File: src/rtl/uart_packet_parser.sv
// Assembles sync + payload + XOR-checksum frames from a UART byte stream into one wide word.
// Bad checksums and inter-byte stalls drop the frame and raise a one-cycle error pulse.
module uart_packet_parser #(
  parameter int          PAYLOAD_BYTES  = 6,
  parameter logic [7:0]  SYNC_BYTE      = 8'hA5,
  parameter int          TIMEOUT_CYCLES = 65000
) (
  input  logic                       clk,
  input  logic                       rst_n,
  input  logic                       byte_valid,
  input  logic [7:0]                 byte_data,
  output logic                       pkt_valid,
  output logic [8*PAYLOAD_BYTES-1:0] pkt_data,
  output logic                       checksum_err,
  output logic                       timeout_err,
  output logic [15:0]                pkt_count,
  output logic [7:0]                 err_count
);

  localparam int PW = 8 * PAYLOAD_BYTES;
  localparam int IW = (PAYLOAD_BYTES > 1) ? $clog2(PAYLOAD_BYTES) : 1;
  localparam int TW = $clog2(TIMEOUT_CYCLES);
  localparam logic [IW-1:0] IDX_LAST = IW'(PAYLOAD_BYTES - 1);
  localparam logic [TW-1:0] T_LAST   = TW'(TIMEOUT_CYCLES - 1);

  typedef enum logic [1:0] {
    HUNT    = 2'd0,
    PAYLOAD = 2'd1,
    CHECK   = 2'd2
  } state_t;

  // Handshake: a byte is consumed in every cycle byte_valid is high; there is no backpressure.
  state_t          state, state_next;
  logic [IW-1:0]   index, index_next;
  logic [7:0]      xor_acc, xor_next;
  logic [TW-1:0]   timer, timer_next;
  logic [PW-1:0]   shadow, shadow_next;
  logic [PW-1:0]   pkt_data_next;
  logic            pkt_valid_next, checksum_err_next, timeout_err_next;
  logic [15:0]     pkt_count_next;
  logic [7:0]      err_count_next;
  logic [7:0]      err_count_inc;

  assign err_count_inc = (err_count == 8'hFF) ? err_count : err_count + 8'd1;

  always_ff @(posedge clk or negedge rst_n) begin
    if (!rst_n) begin
      state        <= HUNT;
      index        <= '0;
      xor_acc      <= '0;
      timer        <= '0;
      shadow       <= '0;
      pkt_data     <= '0;
      pkt_valid    <= 1'b0;
      checksum_err <= 1'b0;
      timeout_err  <= 1'b0;
      pkt_count    <= '0;
      err_count    <= '0;
    end else begin
      state        <= state_next;
      index        <= index_next;
      xor_acc      <= xor_next;
      timer        <= timer_next;
      shadow       <= shadow_next;
      pkt_data     <= pkt_data_next;
      pkt_valid    <= pkt_valid_next;
      checksum_err <= checksum_err_next;
      timeout_err  <= timeout_err_next;
      pkt_count    <= pkt_count_next;
      err_count    <= err_count_next;
    end
  end

  always_comb begin
    state_next        = state;
    index_next        = index;
    xor_next          = xor_acc;
    timer_next        = timer;
    shadow_next       = shadow;
    pkt_data_next     = pkt_data;
    pkt_valid_next    = 1'b0;
    checksum_err_next = 1'b0;
    timeout_err_next  = 1'b0;
    pkt_count_next    = pkt_count;
    err_count_next    = err_count;

    case (state)
      HUNT: begin
        timer_next = '0;
        if (byte_valid && byte_data == SYNC_BYTE) begin
          state_next = PAYLOAD;
          index_next = '0;
          xor_next   = '0;
        end
      end
      default: begin
        // PAYLOAD and CHECK share the inter-byte timer; a byte in the last timer cycle wins.
        if (byte_valid) begin
          timer_next = '0;
          if (state == PAYLOAD) begin
            shadow_next[{index, 3'b000} +: 8] = byte_data;
            xor_next = xor_acc ^ byte_data;
            if (index == IDX_LAST) begin
              index_next = '0;
              state_next = CHECK;
            end else begin
              index_next = index + 1'b1;
            end
          end else begin
            state_next = HUNT;
            if (byte_data == xor_acc) begin
              pkt_data_next  = shadow;
              pkt_valid_next = 1'b1;
              pkt_count_next = pkt_count + 16'd1;
            end else begin
              checksum_err_next = 1'b1;
              err_count_next    = err_count_inc;
            end
          end
        end else if (timer == T_LAST) begin
          timer_next       = '0;
          state_next       = HUNT;
          timeout_err_next = 1'b1;
          err_count_next   = err_count_inc;
        end else begin
          timer_next = timer + 1'b1;
        end
      end
    endcase
  end

endmodule

File: config.mk
export PLATFORM = sky130hd
export DESIGN_NAME = uart_packet_parser
export DESIGN_NICKNAME = d
export VERILOG_FILES = /design/src/rtl/uart_packet_parser.sv
export SDC_FILE = /design/constraint.sdc
export NUM_CORES = 1
export LEC_CHECK = 0
export ABC_AREA = 1
export BUFFER_PORTS_ARGS = -buffer_cell sky130_fd_sc_hd__buf_4
export CAP_MARGIN = 40
export CORE_MARGIN = 5
export CORE_UTILIZATION = 58
export CTS_BUF_LIST = sky130_fd_sc_hd__clkbuf_4 sky130_fd_sc_hd__clkbuf_8 sky130_fd_sc_hd__clkbuf_16
export DETAILED_ROUTE_END_ITERATION = 16
export HOLD_SLACK_MARGIN = 0.15
export PLACE_DENSITY_LB_ADDON = 0.12
export SLEW_MARGIN = 0
export SYNTH_ARGS = -nofsm -noshare
export SYNTH_HDL_FRONTEND = slang
export SYNTH_SLANG_ARGS = --single-unit
File: constraint.sdc
create_clock -name clk -period 2.3 [get_ports clk]
set_input_delay 0.115 -clock clk [delete_from_list [all_inputs] [get_ports clk]]
set_output_delay 0.115 -clock clk [all_outputs]
set_load 0.1 [all_outputs]
==> results_dict.tcl, run 1 <==
set metrics [dict create \
    grt_overflow 0 \
    slew_viol_final 0 \
    antenna_found_initial 0 \
    wl_per_cell_um 14.4 \
    cts-root-buf "clkbuf_16" \
    yosysUniqueCellTypes 35 \
    syn-cell-area_um2 6730 \
    gp_congestion 0.927 \
    syn_inst 778 \
    cts_max_level 4 \
    crit_required_ps 2650 \
    dr.pass1.iters 5 \
    drive_above_1_share_pct 17.0 \
    initial_utilization_pct 58.9 \
    r2r_start "index[0]" \
    timing.rr.end "shadow[22]" \
    cts.path.max_buffers 2 \
    leakage_nw 4.29 \
    r2r_slack_ps 220 \
    total_power_mw 8.47 \
    stdcell_area_um2 8250 \
    place_area_um2 7540 \
    vias 5454 \
    grt_max_degree 82 \
    setup_viol 0 \
    nets 901 \
    start_kind "flip-flop" \
    design.die.area_um2 13900 \
    clk_latency_ps 430 \
    numClockSinks 152 \
    crit_path_end "shadow[22]" \
    synth-seq-area-share_pct 56.5 \
    powerDensity_nw_per_um2 1030 \
    ir_drop_v 0.000684 \
    ant_nets 0 \
    first_iter_violations 360 \
    grtUsageTotal_pct 22.6 \
    syn_to_final_growth_pct 22.6 \
    synth.avg_cell_area_um2 8.65 \
    dp_hpwl_um 10500 \
    synthFlopType "dfrtp_1" \
    hp-class "input port to asynchronous set/reset pin" \
    vias_per_cell 5.26 \
    holdWs_ps 216 \
    path_class "flip-flop to flip-flop" \
    cap_violations 0 \
    synth_edf_count 0 \
    io_buffers 85 \
    core_area_um2 11400 \
    synth_warnings 0 \
    tns_ps 0 \
    rr_worst_depth 9 \
    fmax_mhz 480 \
    tightest_slew_ps 781 \
    post-route-period-util_pct 90.6 \
    crit_start "index[0]" \
    rsz0062_at_grt "false" \
    ios 86 \
    syn_nets 799 \
    skew_ps 8.14 \
    drc 0 \
    die_x_um 118 \
    hold_viol 0 \
    rows 39 \
    async_flop_share_pct 100 \
    period_minus_slack_ps 2080 \
    cts_tree "built" \
    cp_max_fo 16 \
    status "finished clean" \
    first_global_vias 5397 \
    maxSlewHeadroom_pct 47.9 \
    diodes 0 \
    cp-end-kind "flip-flop" \
    clkSlewWorstSetupHoldPaths_ps 60 \
    crit_arrival_ps 2430 \
    routed_wl_um 14900 \
    numCtsBuffers 17 \
    grt_pass1_wl_um 25700 \
    die_h_um 118 \
    synth-seq-cells 152 \
]
## per-layer routing
metal	routed length [µm]	global-route usage (%)	share of wire, %	vias up
met5	0	0	0	-
li1	-	-	-	2679
met1	6550	30.3	44	2615
met3	786	5.19	5.3	22
met2	7300	36.1	49	138
met4	281	8.39	1.9	0
## sequential cells by signal, summed over array words and instances (netlist names)
| register | flops |
|---|---|
| pkt_data | 48 |
| shadow | 48 |
| pkt_count | 16 |
| timer | 16 |
| err_count | 8 |
| xor_acc | 8 |
| index | 3 |
| state | 2 |
| checksum_err | 1 |
| pkt_valid | 1 |
| timeout_err | 1 |
## cell families (layout without fill, tap and decap cells)
kind of cell / after synthesis / in the layout / share of synthesized area (%)
buffers and inverters: 103 / 218 / 6.32
adders and majority gates: 10 / 10 / 1.86
xor gates and xnor gates: 25 / 25 / 3.25
AOI/OAI and AO/OA: 111 / 111 / 8.65
DFF: 152 / 152 / 56.5
and+or+nand+nor: 377 / 377 / 23.4
## cell usage in the layout (no fill, tap or decap), drive strengths merged, types with 10 or more instances in the layout
master and count:
nand2 263, dfrtp 152, buf 96, o21ai 94, inv 80, nor2 53
nand3 31, clkbuf 19, xor2 15, nor3 15, nand4 13, xnor2 10
ha 10, dlygate4sd3 10, a21oi 10
## worst max-delay path, stage by stage, from the launching register on
cell and delay [ps]:
dfrtp_2 430, inv_1 120, ha_1 240, ha_1 330
inv_1 80, nor2_1 240, nand3_1 150, inv_2 220
nand3_1 100, o21ai_1 90
## final cells by class
type	count	area, µm²
timing repair buffer	106	847
fill	885	3170
sequential	152	3800
tap	143	179
clock buffer	19	447
clock inverter	13	153
multi-input combinational	523	2520
inverter	80	300
## worst min path at each step
stage | slack [ps] | from | end
6_report | 220 | rst_n | pkt_count[9]
5_1_grt | 260 | rst_n | pkt_count[9]
4_1_cts | 230 | rst_n | pkt_count[9]
3_5_place_dp | 110 | rst_n | pkt_count[9]
3_3_place_gp | 100 | rst_n | pkt_count[9]
2_1_floorplan | -180 | rst_n | checksum_err
## synthesized netlist by cell type (2+ instances only)
cell type / instances / area, µm²
nor2_4: 2 / 22.5
clkbuf_1: 13 / 48.8
a21oi_1: 9 / 45.0
o21ai_0: 63 / 315
buf_2: 4 / 20.0
dfrtp_1: 152 / 3800
inv_1: 71 / 267
o22ai_1: 3 / 18.8
xnor2_1: 10 / 87.6
ha_1: 10 / 125
nand3_1: 29 / 145
nor3_1: 13 / 65.1
buf_6: 3 / 33.8
o21ai_1: 31 / 155
inv_2: 8 / 30.0
nand4_1: 12 / 75.1
nand2_1: 262 / 983
nor2_2: 2 / 12.5
buf_4: 3 / 22.5
nor2_1: 49 / 184
xor2_1: 15 / 131
## power breakdown
part           switching, mW  internal (mW)  total (mW)  leakage (nW)
combinational           1.61          0.591        2.20          2.04
sequential             0.300           3.14        3.44          1.95
clock                   1.09           1.74        2.83         0.296
## repair_timing
item | 4_1_cts | 5_1_grt
endpoints found under the setup margin | 0 | 19
hold buffers | 10 | 0
endpoints found under the hold margin | 144 | 0
buffers inserted | 0 | 0
gates resized for setup | 0 | 4
## per-stage QoR
stage | std cells | util, % | setup slack, ps
detailed placement | 994 | 66.0 | 57.1
finish | 1036 | 72.3 | 217
CTS | 1036 | 72.1 | 60.2
global placement | 993 | 66.0 | 247
floorplan | 778 | - | 190
global route | 1036 | 72.3 | 7.30
(Power assumes the default switching activity.)
==> run 2: changes to the inputs <==
CORE_UTILIZATION = 35   (was 58)
==> results_dict.tcl, run 2 (synthesis results as in run 1) <==
set metrics [dict create \
    cts_max_level 4 \
    stdcell_area_um2 8410 \
    io_buffers 85 \
    place_area_um2 7700 \
    final_cells 1154 \
    hp-class "input port to asynchronous set/reset pin" \
    design.die.area_um2 22100 \
    worst_slack_ps 201 \
    vias 5313 \
    cap_violations 0 \
    cts-root-buf "clkbuf_16" \
    grt_max_degree 82 \
    vias_per_cell 4.60 \
    r2r_slack_ps 200 \
    critPathBufInv 3 \
    core_area_um2 18800 \
    first_global_vias 5228 \
    cp_max_fo 16 \
    rows 50 \
    initial_utilization_pct 35.7 \
    post-route-util_pct 44.7 \
    final_cell_mix "nand2_1 (261), dfrtp_1 (152), buf_4 (95), inv_1 (71), o21ai_0 (63)" \
    nets 903 \
    routed_wl_um 15700 \
    powerDensity_nw_per_um2 1010 \
    critPathTopFamily "adder cells" \
    timing.rr.end "shadow[19]" \
    r2r_start "index[1]" \
    clkSlewWorstSetupHoldPaths_ps 70 \
    fmax_mhz 476 \
    drive_above_1_share_pct 16.9 \
    wl_per_cell_um 13.6 \
    dp_hpwl_um 11400 \
    period_minus_slack_ps 2100 \
    slowest_stage "dfrtp_1" \
    crit_chain "inv_1 > ha_1 > ha_1 > inv_1 > nor2_1 > nand3_1 > inv_2 > nand3_1 > o21ai_1" \
    grt_pass1_wl_um 26200 \
    post-route-period-util_pct 91.3 \
    grt_overflow 0 \
    dr.pass1.iters 4 \
    skew_ps 11.7 \
    layout_commonest_cell "nand2_1" \
    cts_setup_buffers 0 \
    start_kind "flip-flop" \
    cts.path.max_buffers 2 \
    tightest_slew_ps 778 \
    first_iter_violations 286 \
    cpPeakStageDelay_ps 440 \
    cp-end-kind "flip-flop" \
    maxSlewHeadroom_pct 48.1 \
    hold_viol 0 \
    ant_nets 0 \
    tns_ps 0 \
    leakage_nw 4.29 \
    syn_to_final_growth_pct 25.0 \
    setup_viol 0 \
    ios 86 \
    diodes 0 \
    cts_tree "built" \
    crit_arrival_ps 2450 \
    slew_viol_final 0 \
    die_h_um 149 \
    drc 0 \
    rsz0062_at_grt "false" \
    rr_worst_depth 9 \
    preCtsSetupSlack_ps 211 \
    gp_congestion 0.885 \
    numCtsBuffers 17 \
    antenna_found_initial 0 \
    status "finished clean" \
    reg.largest.list "pkt_data: 48 flops, shadow: 48 flops" \
    die_x_um 149 \
    placed_cells 1113 \
    path_class "flip-flop to flip-flop" \
    clk_latency_ps 430 \
    crit_required_ps 2650 \
    grtUsageTotal_pct 14.8 \
    ir_drop_v 0.00102 \
    numClockSinks 152 \
]
## run 2: area by class of cell
class	count	area, µm²
clock inverter	12	151
fill	1839	10400
sequential	152	3800
multi-input combinational	523	2520
clock buffer	19	447
inverter	80	300
timing repair buffer	108	865
tap	260	325
## run 2: metrics by stage
| step | hold WS, ps | power [mW] |
|---|---|---|
| after floorplan | -181 | 5.01 |
| after global placement | 53.2 | 5.63 |
| after detailed placement | 55.4 | 5.70 |
| after CTS | 157 | 8.60 |
| after global routing | 183 | 8.99 |
| final | 158 | 8.51 |
## run 2: how the worst max path moves through the flow
stage	from	end	slack, ps	cells past startpoint
3_5_place_dp	index[1]	shadow[33]	210	8
5_1_grt	index[1]	shadow[17]	50	9
6_report	index[1]	shadow[19]	200	9
2_1_floorplan	pkt_count[0]	pkt_count[14]	190	7
3_3_place_gp	index[1]	shadow[38]	320	8
4_1_cts	index[1]	shadow[37]	190	7
## run 2: repair_timing
item | in CTS | in global routing
endpoints found under the setup margin | 0 | 7
hold buffers | 10 | 0
endpoints found under the hold margin | 191 | 0
gates resized for setup | 0 | 2
## run 2: worst register-to-register path, delay by kind of cell (launching register included)
family / cells / cell delay [ps]
adder cells (fa/ha/maj): 2 / 550
AND/OR/NAND/NOR: 3 / 540
flip-flops: 1 / 440
buffers and inverters: 3 / 410
AO/OA/AOI/OAI: 1 / 90
## run 2: report_power, final
group	internal [mW]	switching [mW]
Clock	1.74	1.11
Combinational	0.629	1.61
Sequential	3.14	0.280
Total	5.51	3.00
## run 2: metal layers
| metal | up-vias | routed length (µm) | global-route usage (%) | share of wire, % |
|---|---|---|---|---|
| li1 | 2675 | - | - | - |
| met1 | 2512 | 7170 | 19.3 | 46 |
| met2 | 113 | 7570 | 23.9 | 48 |
| met3 | 13 | 831 | 4.51 | 5.3 |
| met4 | 0 | 171 | 4.34 | 1.1 |
| met5 | - | 0 | 0 | 0 |
